**config.mk**
```make
export PLATFORM = sky130hd
export DESIGN_NAME = bsg_imul_iter_flat
export DESIGN_NICKNAME = d
export VERILOG_FILES = /design/src/rtl/bsg_imul_pkg.sv /design/src/rtl/bsg_imul_iter_if.sv /design/src/rtl/bsg_imul_slice_mul.sv /design/src/rtl/bsg_imul_iter.sv /design/src/flat_wrapper.sv
export SDC_FILE = /design/constraint.sdc
export NUM_CORES = 1
export LEC_CHECK = 0
export ABC_AREA = 1
export CELL_PAD_IN_SITES_DETAIL_PLACEMENT = 1
export CELL_PAD_IN_SITES_GLOBAL_PLACEMENT = 2
export CORE_ASPECT_RATIO = 1.2
export CORE_MARGIN = 2
export CORE_UTILIZATION = 33
export DETAILED_ROUTE_END_ITERATION = 12
export GPL_ROUTABILITY_DRIVEN = 0
export PLACE_DENSITY_LB_ADDON = 0.1
export SKIP_CTS_REPAIR_TIMING = 1
export SYNTH_ARGS = -nofsm -noshare
export SYNTH_HDL_FRONTEND = slang
export SYNTH_HIERARCHICAL = 1
export SYNTH_SLANG_ARGS = --single-unit
```
**constraint.sdc**
```tcl
create_clock -name clk_i -period 7.9 [get_ports clk_i]
set_input_delay 1.58 -clock clk_i [delete_from_list [all_inputs] [get_ports clk_i]]
set_output_delay 1.58 -clock clk_i [all_outputs]
set_load 0.005 [all_outputs]
```
**src/rtl/bsg_imul_pkg.sv**
```systemverilog
// Shared types for the iterative integer multiplier: operation codes and FSM states.
package bsg_imul_pkg;

  typedef enum logic [1:0] {
    eMul    = 2'b00,
    eMulh   = 2'b01,
    eMulhsu = 2'b10,
    eMulhu  = 2'b11
  } op_e;

  typedef enum logic [1:0] {
    eIdle = 2'b00,
    eBusy = 2'b01,
    eFix  = 2'b10,
    eDone = 2'b11
  } state_e;

endpackage

```
**src/rtl/bsg_imul_iter_if.sv**
```systemverilog
// Request/response handshake bundle of bsg_imul_iter; master is the requester.
interface bsg_imul_iter_if #(parameter int width_p = 32);
  logic               v_i;
  logic               ready_o;
  logic [1:0]         op_i;
  logic [width_p-1:0] opA_i;
  logic [width_p-1:0] opB_i;
  logic               v_o;
  logic               ready_i;
  logic [width_p-1:0] result_o;

  modport master (
    output v_i, op_i, opA_i, opB_i, ready_i,
    input  ready_o, v_o, result_o
  );

  modport slave (
    input  v_i, op_i, opA_i, opB_i, ready_i,
    output ready_o, v_o, result_o
  );
endinterface

```
**src/rtl/bsg_imul_slice_mul.sv**
```systemverilog
// Combinational unsigned width_p x slice_p partial-product multiplier.
module bsg_imul_slice_mul #(
  parameter int width_p = 32,
  parameter int slice_p = 8
) (
  input  logic [width_p-1:0]         a,
  input  logic [slice_p-1:0]         b,
  output logic [width_p+slice_p-1:0] prod
);

  assign prod = {{slice_p{1'b0}}, a} * {{width_p{1'b0}}, b};

endmodule

```
**src/rtl/bsg_imul_iter.sv**
```systemverilog
// Iterative signed/unsigned multiplier, one multiplier slice per cycle.
// Optional BSG_IMUL_ZERO_SKIP_EN ends the slice loop early once the remaining multiplier slices are zero.
//
// state | meaning
// eIdle | waiting for a request, ready_o high
// eBusy | accumulating one partial product per cycle
// eFix  | applying the result sign to the accumulator
// eDone | result valid, held until ready_i
module bsg_imul_iter
  import bsg_imul_pkg::*;
#(
  parameter int width_p = 32,
  parameter int slice_p = 8
) (
  input  logic            clk_i,
  input  logic            reset_i,
  bsg_imul_iter_if.slave  io
);

  localparam int n_slices = width_p / slice_p;
  localparam int acc_w    = 2 * width_p;
  localparam int cnt_w    = (n_slices > 1) ? $clog2(n_slices) : 1;
  localparam int sh_w     = $clog2(acc_w);
  localparam logic [cnt_w-1:0] last_cnt = cnt_w'(n_slices - 1);

  state_e               state_r;
  op_e                  op_r;
  logic                 neg_r;
  logic [width_p-1:0]   mag_a_r;
  logic [width_p-1:0]   mag_b_r;
  logic [acc_w-1:0]     acc_r;
  logic [cnt_w-1:0]     cnt_r;
  logic [sh_w-1:0]      sh_r;

  op_e                  op_in;
  logic                 sign_a;
  logic                 sign_b;
  logic [width_p-1:0]   mag_a_in;
  logic [width_p-1:0]   mag_b_in;
  logic [width_p+slice_p-1:0] prod;
  logic                 last_slice;

  always_comb begin
    op_in    = op_e'(io.op_i);
    sign_a   = ((op_in == eMulh) || (op_in == eMulhsu)) && io.opA_i[width_p-1];
    sign_b   = (op_in == eMulh) && io.opB_i[width_p-1];
    mag_a_in = sign_a ? -io.opA_i : io.opA_i;
    mag_b_in = sign_b ? -io.opB_i : io.opB_i;
  end

  bsg_imul_slice_mul #(
    .width_p (width_p),
    .slice_p (slice_p)
  ) u_slice_mul (
    .a    (mag_a_r),
    .b    (mag_b_r[slice_p-1:0]),
    .prod (prod)
  );

  // mag_b_r is shifted down each cycle, so its upper part is exactly the unprocessed slices
`ifdef BSG_IMUL_ZERO_SKIP_EN
  assign last_slice = (cnt_r == last_cnt) || ((mag_b_r >> slice_p) == '0);
`else
  assign last_slice = (cnt_r == last_cnt);
`endif

  always_ff @(posedge clk_i) begin
    if (reset_i) begin
      state_r <= eIdle;
      op_r    <= eMul;
      neg_r   <= 1'b0;
      mag_a_r <= '0;
      mag_b_r <= '0;
      acc_r   <= '0;
      cnt_r   <= '0;
      sh_r    <= '0;
    end else begin
      case (state_r)
        eIdle: begin
          if (io.v_i) begin
            state_r <= eBusy;
            op_r    <= op_in;
            neg_r   <= sign_a ^ sign_b;
            mag_a_r <= mag_a_in;
            mag_b_r <= mag_b_in;
            acc_r   <= '0;
            cnt_r   <= '0;
            sh_r    <= '0;
          end
        end
        eBusy: begin
          acc_r   <= acc_r + (acc_w'(prod) << sh_r);
          mag_b_r <= mag_b_r >> slice_p;
          cnt_r   <= cnt_r + cnt_w'(1);
          sh_r    <= sh_r + sh_w'(slice_p);
          if (last_slice) state_r <= eFix;
        end
        eFix: begin
          if (neg_r) acc_r <= -acc_r;
          state_r <= eDone;
        end
        eDone: begin
          if (io.ready_i) state_r <= eIdle;
        end
        default: state_r <= eIdle;
      endcase
    end
  end

  assign io.ready_o  = (state_r == eIdle);
  assign io.v_o      = (state_r == eDone);
  assign io.result_o = (op_r == eMul) ? acc_r[width_p-1:0] : acc_r[acc_w-1:width_p];

endmodule

```
**src/flat_wrapper.sv**
```systemverilog
// flat-port wrapper written by rule: the top's interface ports become plain ports
module bsg_imul_iter_flat import bsg_imul_pkg::*;
#(
  parameter int width_p = 32,
  parameter int slice_p = 8
)
  (clk_i, reset_i, io_v_i, io_op_i, io_opA_i, io_opB_i, io_ready_i, io_ready_o, io_v_o, io_result_o);
  bsg_imul_iter_if #(.width_p(width_p)) io_i ();
  input  logic clk_i;
  input  logic reset_i;
  input wire logic [$bits(io_i.v_i)-1:0] io_v_i;
  input wire logic [$bits(io_i.op_i)-1:0] io_op_i;
  input wire logic [$bits(io_i.opA_i)-1:0] io_opA_i;
  input wire logic [$bits(io_i.opB_i)-1:0] io_opB_i;
  input wire logic [$bits(io_i.ready_i)-1:0] io_ready_i;
  output wire logic [$bits(io_i.ready_o)-1:0] io_ready_o;
  output wire logic [$bits(io_i.v_o)-1:0] io_v_o;
  output wire logic [$bits(io_i.result_o)-1:0] io_result_o;
  assign io_i.v_i = io_v_i;
  assign io_i.op_i = io_op_i;
  assign io_i.opA_i = io_opA_i;
  assign io_i.opB_i = io_opB_i;
  assign io_i.ready_i = io_ready_i;
  assign io_ready_o = io_i.ready_o;
  assign io_v_o = io_i.v_o;
  assign io_result_o = io_i.result_o;
  bsg_imul_iter #(.width_p(width_p), .slice_p(slice_p)) u_core (.clk_i(clk_i), .reset_i(reset_i), .io(io_i));
endmodule
```
# == Yosys cells after proc, flatten, opt, wreduce, memory -nomap -nowiden ==
# Index checks and enable logic that the tools add are counted.
# word_totals
reg_bits,141
latchBits,0
mem_bits_rw,0
rom_bits,0
input_bits,70
wordCells,54
n_memories,0
# op_classes
n_addsub,6
mul,1
div_mod_pow,0
magnitude_cmp,0
eq_ne,10
shifts,1
muxes,16
n_bitwise,1
n_reduce_logical,11
# op_table
op,count
$pmux W64 S3,1
$mux W32,4
$mux W64,2
$add A64 B64 Y64,1
$neg A32 Y32,2
$neg A64 Y64,1
$pmux W32 S2,1
$shl A40 B6 Y64,1
$mul A32 B8 Y40,1
$pmux W6 S2,1
$eq A2 B2 Y1 const B,4
$mux W2,4
$pmux W2 S4,1
$add A6 B4 Y6 const B,1
$mux W6,1
$reduce_and A3 Y1,2
$eq A2 B1 Y1 const B,2
$logic_not A2 Y1,2
$ne A2 B1 Y1 const B,2
$ne A2 B2 Y1 const B,2
$pmux W2 S2,1
$reduce_and A2 Y1,2
$reduce_bool A3 Y1,1
$add A2 B1 Y2 const B,1
4 further kinds,5

# == Longest topological paths before layout ==
# logic_depth
word_depth,5
ltp_mapped,44
mapped_depth_nobuf,43

# == Modules after synthesis ==
# The synthesis kept the hierarchy.
# modules_own_cells
module,n_inst,cells_each,area_per_inst_um2,seq_area_each_um2
bsg_imul_iter,1,3144,16449.5,2762.6
bsg_imul_slice_mul,1,1406,9072.5,0.0

# == Worst setup path after synthesis ==
# Ideal clock, no wire load.
# synth_timing
kind,reg2reg
from,register u_core.mag_b_r[7]
to,register u_core.acc_r[59]
setup_ns,0.135
t_arrival_ns,5.811
setup_slack_ns,1.954
path_stages_with_launch,41
n_path_buf,1
period_less_slack_ns,5.946
cell_sequence,dfxtp_1 -> clkbuf_1 -> nand2_1 -> fa_1 -> fa_1 -> inv_1 -> fa_1 -> inv_1 -> fa_1 -> inv_1 -> ha_1 -> nand2_1 -> inv_1 -> nand2_1 -> nand2_1 -> nand2_1 -> nand3_2 -> nand2_1 -> [5 not listed] -> inv_1 -> o21ai_0 -> o21ai_0 -> nor2_1 -> ha_1 -> nand2_1 -> nor2_1 -> inv_1 -> nor2_1 -> nand2_1 -> nor3_1 -> nand2_1 -> nand2_1 -> nand2_1 -> nand3_1 -> nand2_1 -> nand2_1 -> a21oi_1
# synth_between
elab_chain_len,4
# synth_lines
item,line,rtl
"start, declared",bsg_imul_iter.sv:30,logic [width_p-1:0] mag_b_r;
"start signal, assigned",bsg_imul_iter.sv:85,mag_b_r <= mag_b_in;
"start signal, assigned",bsg_imul_iter.sv:93,mag_b_r <= mag_b_r >> slice_p;
$mul A32 B8 Y40,bsg_imul_slice_mul.sv:11,"assign prod = {{slice_p{1'b0}}, a} * {{width_p{1'b0}}, b};"
via u_core.prod[29],bsg_imul_iter.sv:40,logic [width_p+slice_p-1:0] prod;
$shl A40 B6 Y64,bsg_imul_iter.sv:92,acc_r <= acc_r + (acc_w'(prod) << sh_r);
$add A64 B64 Y64,bsg_imul_iter.sv:92,
$pmux W64 S3,bsg_imul_iter.sv:78,case (state_r)
"end signal, assigned",bsg_imul_iter.sv:92,
"end signal, assigned",bsg_imul_iter.sv:99,if (neg_r) acc_r <= -acc_r;
"end, declared",bsg_imul_iter.sv:31,logic [acc_w-1:0] acc_r;
# The timed path passes the listed nets, and every way through them passes these cells.
# A chain may end at the register's enable or synchronous reset.

# == Final worst setup path ==
# layout_timing
from,register u_core.mag_a_r[7]
to,register u_core.acc_r[44]
# layout_between
elab_chain_len,4
# layout_lines
item,line,rtl
"start, declared",bsg_imul_iter.sv:29,logic [width_p-1:0] mag_a_r;
"start signal, assigned",bsg_imul_iter.sv:84,mag_a_r <= mag_a_in;
$mul A32 B8 Y40,bsg_imul_slice_mul.sv:11,
via u_core.prod[25],bsg_imul_iter.sv:40,
$shl A40 B6 Y64,bsg_imul_iter.sv:92,
$add A64 B64 Y64,bsg_imul_iter.sv:92,
$pmux W64 S3,bsg_imul_iter.sv:78,
# The timed path passes the listed nets, and every way through them passes these cells.

==> flow_summary.yaml <==
power:
  ir_worst_vdd_mv: 0.166
  power_uw: 8250
  p_switching_uw: 5010
  p_clk_share_pct: 10.7
  p_int_uw: 3230
  sw_frac_of_total_pct: 60.8
  power.density_nw_per_um2: 287
  cellLeakagePower_uw: 0.0167
  seq_power_share_pct: 13.7
  comb_power_share_pct: 75.6
floorplan:
  start_util_pct: 33.4
  die-area_um2: 79600
  design.portCount: 104
  core_area_um2: 76500
  die_y_um: 309
  fp-row-count: 111
  die_x_um: 258
clock_network:
  cts.sinks: 138
  clk_pin_slew_ns: 0.08
  cts_tree: "yes"
  root_buffer: "clkbuf_16"
  clk_latency_ns: 0.49
  numCtsBuffers: 17
  h-tree-depth: 4
  clock_path_buffers: 2
worst_setup_path:
  cp_common_cell: "nand2_1"
  cp.arrival_ns: 7.84
  end_kind: "register"
  critical_path_class: "reg -> reg"
  cp_max_fo: 5
  start_kind: "register"
  max_stage_delay_ns: 0.58
  cp_top_family: "adder cells"
  crit_slowest_cell: "dfxtp_1"
  required_ns: 8.33
  path_buf_inv: 9
drt:
  drt_pre_antenna_iters: 8
  drc: 0
  vias_per_cell: 4.96
  vias: 28018
  drtIter0Drc: 1296
  drtAntennaViolNets: 0
  avgRoutedWirePerCell_um: 20.8
  finalWirelength_mm: 117
sta:
  fin_crit_ns: 7.41
  rsz0062_at_grt: "false"
  drv_slew: 0
  fin_tns_setup_ns: 0
  skew_ns: 0.0139
  post-route-period-util_pct: 93.8
  setup_slack_ns: 0.489
  setup_viol: 0
  final-hold-violation-count: 0
  max_freq_mhz: 135
  worstMarginPinSlew_ns: 1.12
  slew_headroom_pct: 24.8
  hold_ws_ns: 0.469
finish:
  area_delta_synth_final_pct: 12.4
  drive_above_1_share_pct: 5.14
  antennaDiodeCount: 0
  fin_nets: 5005
  stdcell_area_um2: 28700
synth:
  yosysTopAreaCellShare_pct: 23.8
  syn_area_um2: 25500
  ys_top_cells_by_count: "1620 x nand2_1, 945 x inv_1, 380 x nor2_1, 234 x a21oi_1, 209 x nand3_1"
  yosysUniqueCellTypes: 57
  synth-main-ff-cell: "dfxtp_1"
  async_reset_ff_share_pct: 0
  syn_area_per_cell_um2: 5.61
  syn-num-nets: 4934
  ys_seq_area_share_pct: 10.8
  ys_warn_count: 6
  synth_edf_count: 0
  netlist_instances: 4550
  yosysTopAreaCell: "nand2_1"
  synth_most_common_cell: "nand2_1"
  synth_area_leaders: "nand2_1 24%, fa_1 14%, inv_1 14%"
  synth_seq_cells: 138
placed_design:
  post-place-ws_ns: 0.198
  portBuffers: 103
  hpwl_mm: 98.4
  post_dp_cell_area_um2: 28100
global_route:
  grt_use_total_pct: 29.7
  grt_max_degree: 68
  grt_pass1_wl_mm: 178
  antenna_found_initial: 1
  grt_remaining_overflow: 0
  grt_pass1_vias: 28865
outcome:
  outcome: "finished, final reports clean"
run:
  maxCapViolCount: 0
worst_hold_path:
  hold_class: "reg -> reg"
[layer usage]
layer | GRT usage (%) | up-vias | wire length [um]
li1 | - | 13930 | -
met1 | 33.0 | 13451 | 47600
met2 | 55.7 | 456 | 60300
met3 | 2.46 | 181 | 2400
met4 | 16.0 | 0 | 6950
met5 | 0 | - | 0
[power groups by stage]
stage,logic (uW),clock network (uW),registers [uW]
after floorplan,4060,0,939
after global placement,6140,0,1150
after detailed placement,6220,0,1150
after CTS,6250,899,1140
after global routing,6950,921,1150
final,6230,879,1130
[sequential cells by signal, summed over array words and instances, names as in the netlist]
name	count
u_core/acc_r	64
u_core/cnt_r	2
u_core/mag_a_r	32
u_core/mag_b_r	32
u_core/neg_r	1
u_core/op_r	2
u_core/sh_r	3
u_core/state_r	2
[area by class of cell]
| cell class | instances | area, um^2 |
|---|---|---|
| Clock buffer | 17 | 425 |
| Clock inverter | 14 | 163 |
| Fill cell | 10546 | 47800 |
| Inverter | 961 | 3610 |
| Multi-Input combinational cell | 3302 | 18600 |
| Sequential cell | 138 | 2780 |
| Tap cell | 1017 | 1270 |
| Timing Repair Buffer | 201 | 1860 |
[tightest hold or removal path, stage by stage, from the launching register on]
cell     delay (ns)
dfxtp_1        0.31
nand2_1        0.06
a21oi_1        0.05
[logic make-up after synthesis]
family / share of synthesized area (%)
compound gates: 11.6
flops: 10.8
xor+xnor: 2.06
fa+ha+maj: 20.7
buf+inv: 16.5
simple gates: 38.3
[path summary, 6_finish.rpt]
path / to / slack (ns) / start / cells past startpoint
min: u_core/mag_b_r[28] / 0.47 / u_core/mag_b_r[28] / 2
max reg2reg: u_core/acc_r[44] / 0.49 / u_core/mag_a_r[7] / 41
max: u_core/acc_r[44] / 0.49 / u_core/mag_a_r[7] / 41
min reg2reg: u_core/mag_b_r[28] / 0.47 / u_core/mag_b_r[28] / 2
[cell usage in the layout (no fill, tap or decap), types with 14 or more instances in the layout]
| cell | count |
|---|---|
| nand2_1 | 1620 |
| buf_4 | 91 |
| inv_2 | 14 |
| fa_1 | 181 |
| clkdlybuf4s50_1 | 102 |
| nand3_1 | 209 |
| o211ai_1 | 29 |
| clkbuf_16 | 17 |
| a21oi_1 | 234 |
| xnor2_1 | 20 |
| nor3_1 | 49 |
| o21ai_0 | 203 |
| nand2_2 | 20 |
| o221ai_1 | 14 |
| ha_1 | 132 |
| nand4_1 | 26 |
| nor2_1 | 378 |
| nor4_1 | 16 |
| xor2_1 | 40 |
| dfxtp_1 | 128 |
| inv_1 | 944 |
| o22ai_1 | 17 |
[stage by stage]
| stage | cells | utilization, % |
|---|---|---|
| floorplan | 4550 | - |
| global placement | 5619 | 36.7 |
| detailed placement | 5619 | 36.7 |
| CTS | 5650 | 37.5 |
| global route | 5650 | 37.5 |
| finish | 5650 | 37.5 |
Power figures use the tool's default switching activity.
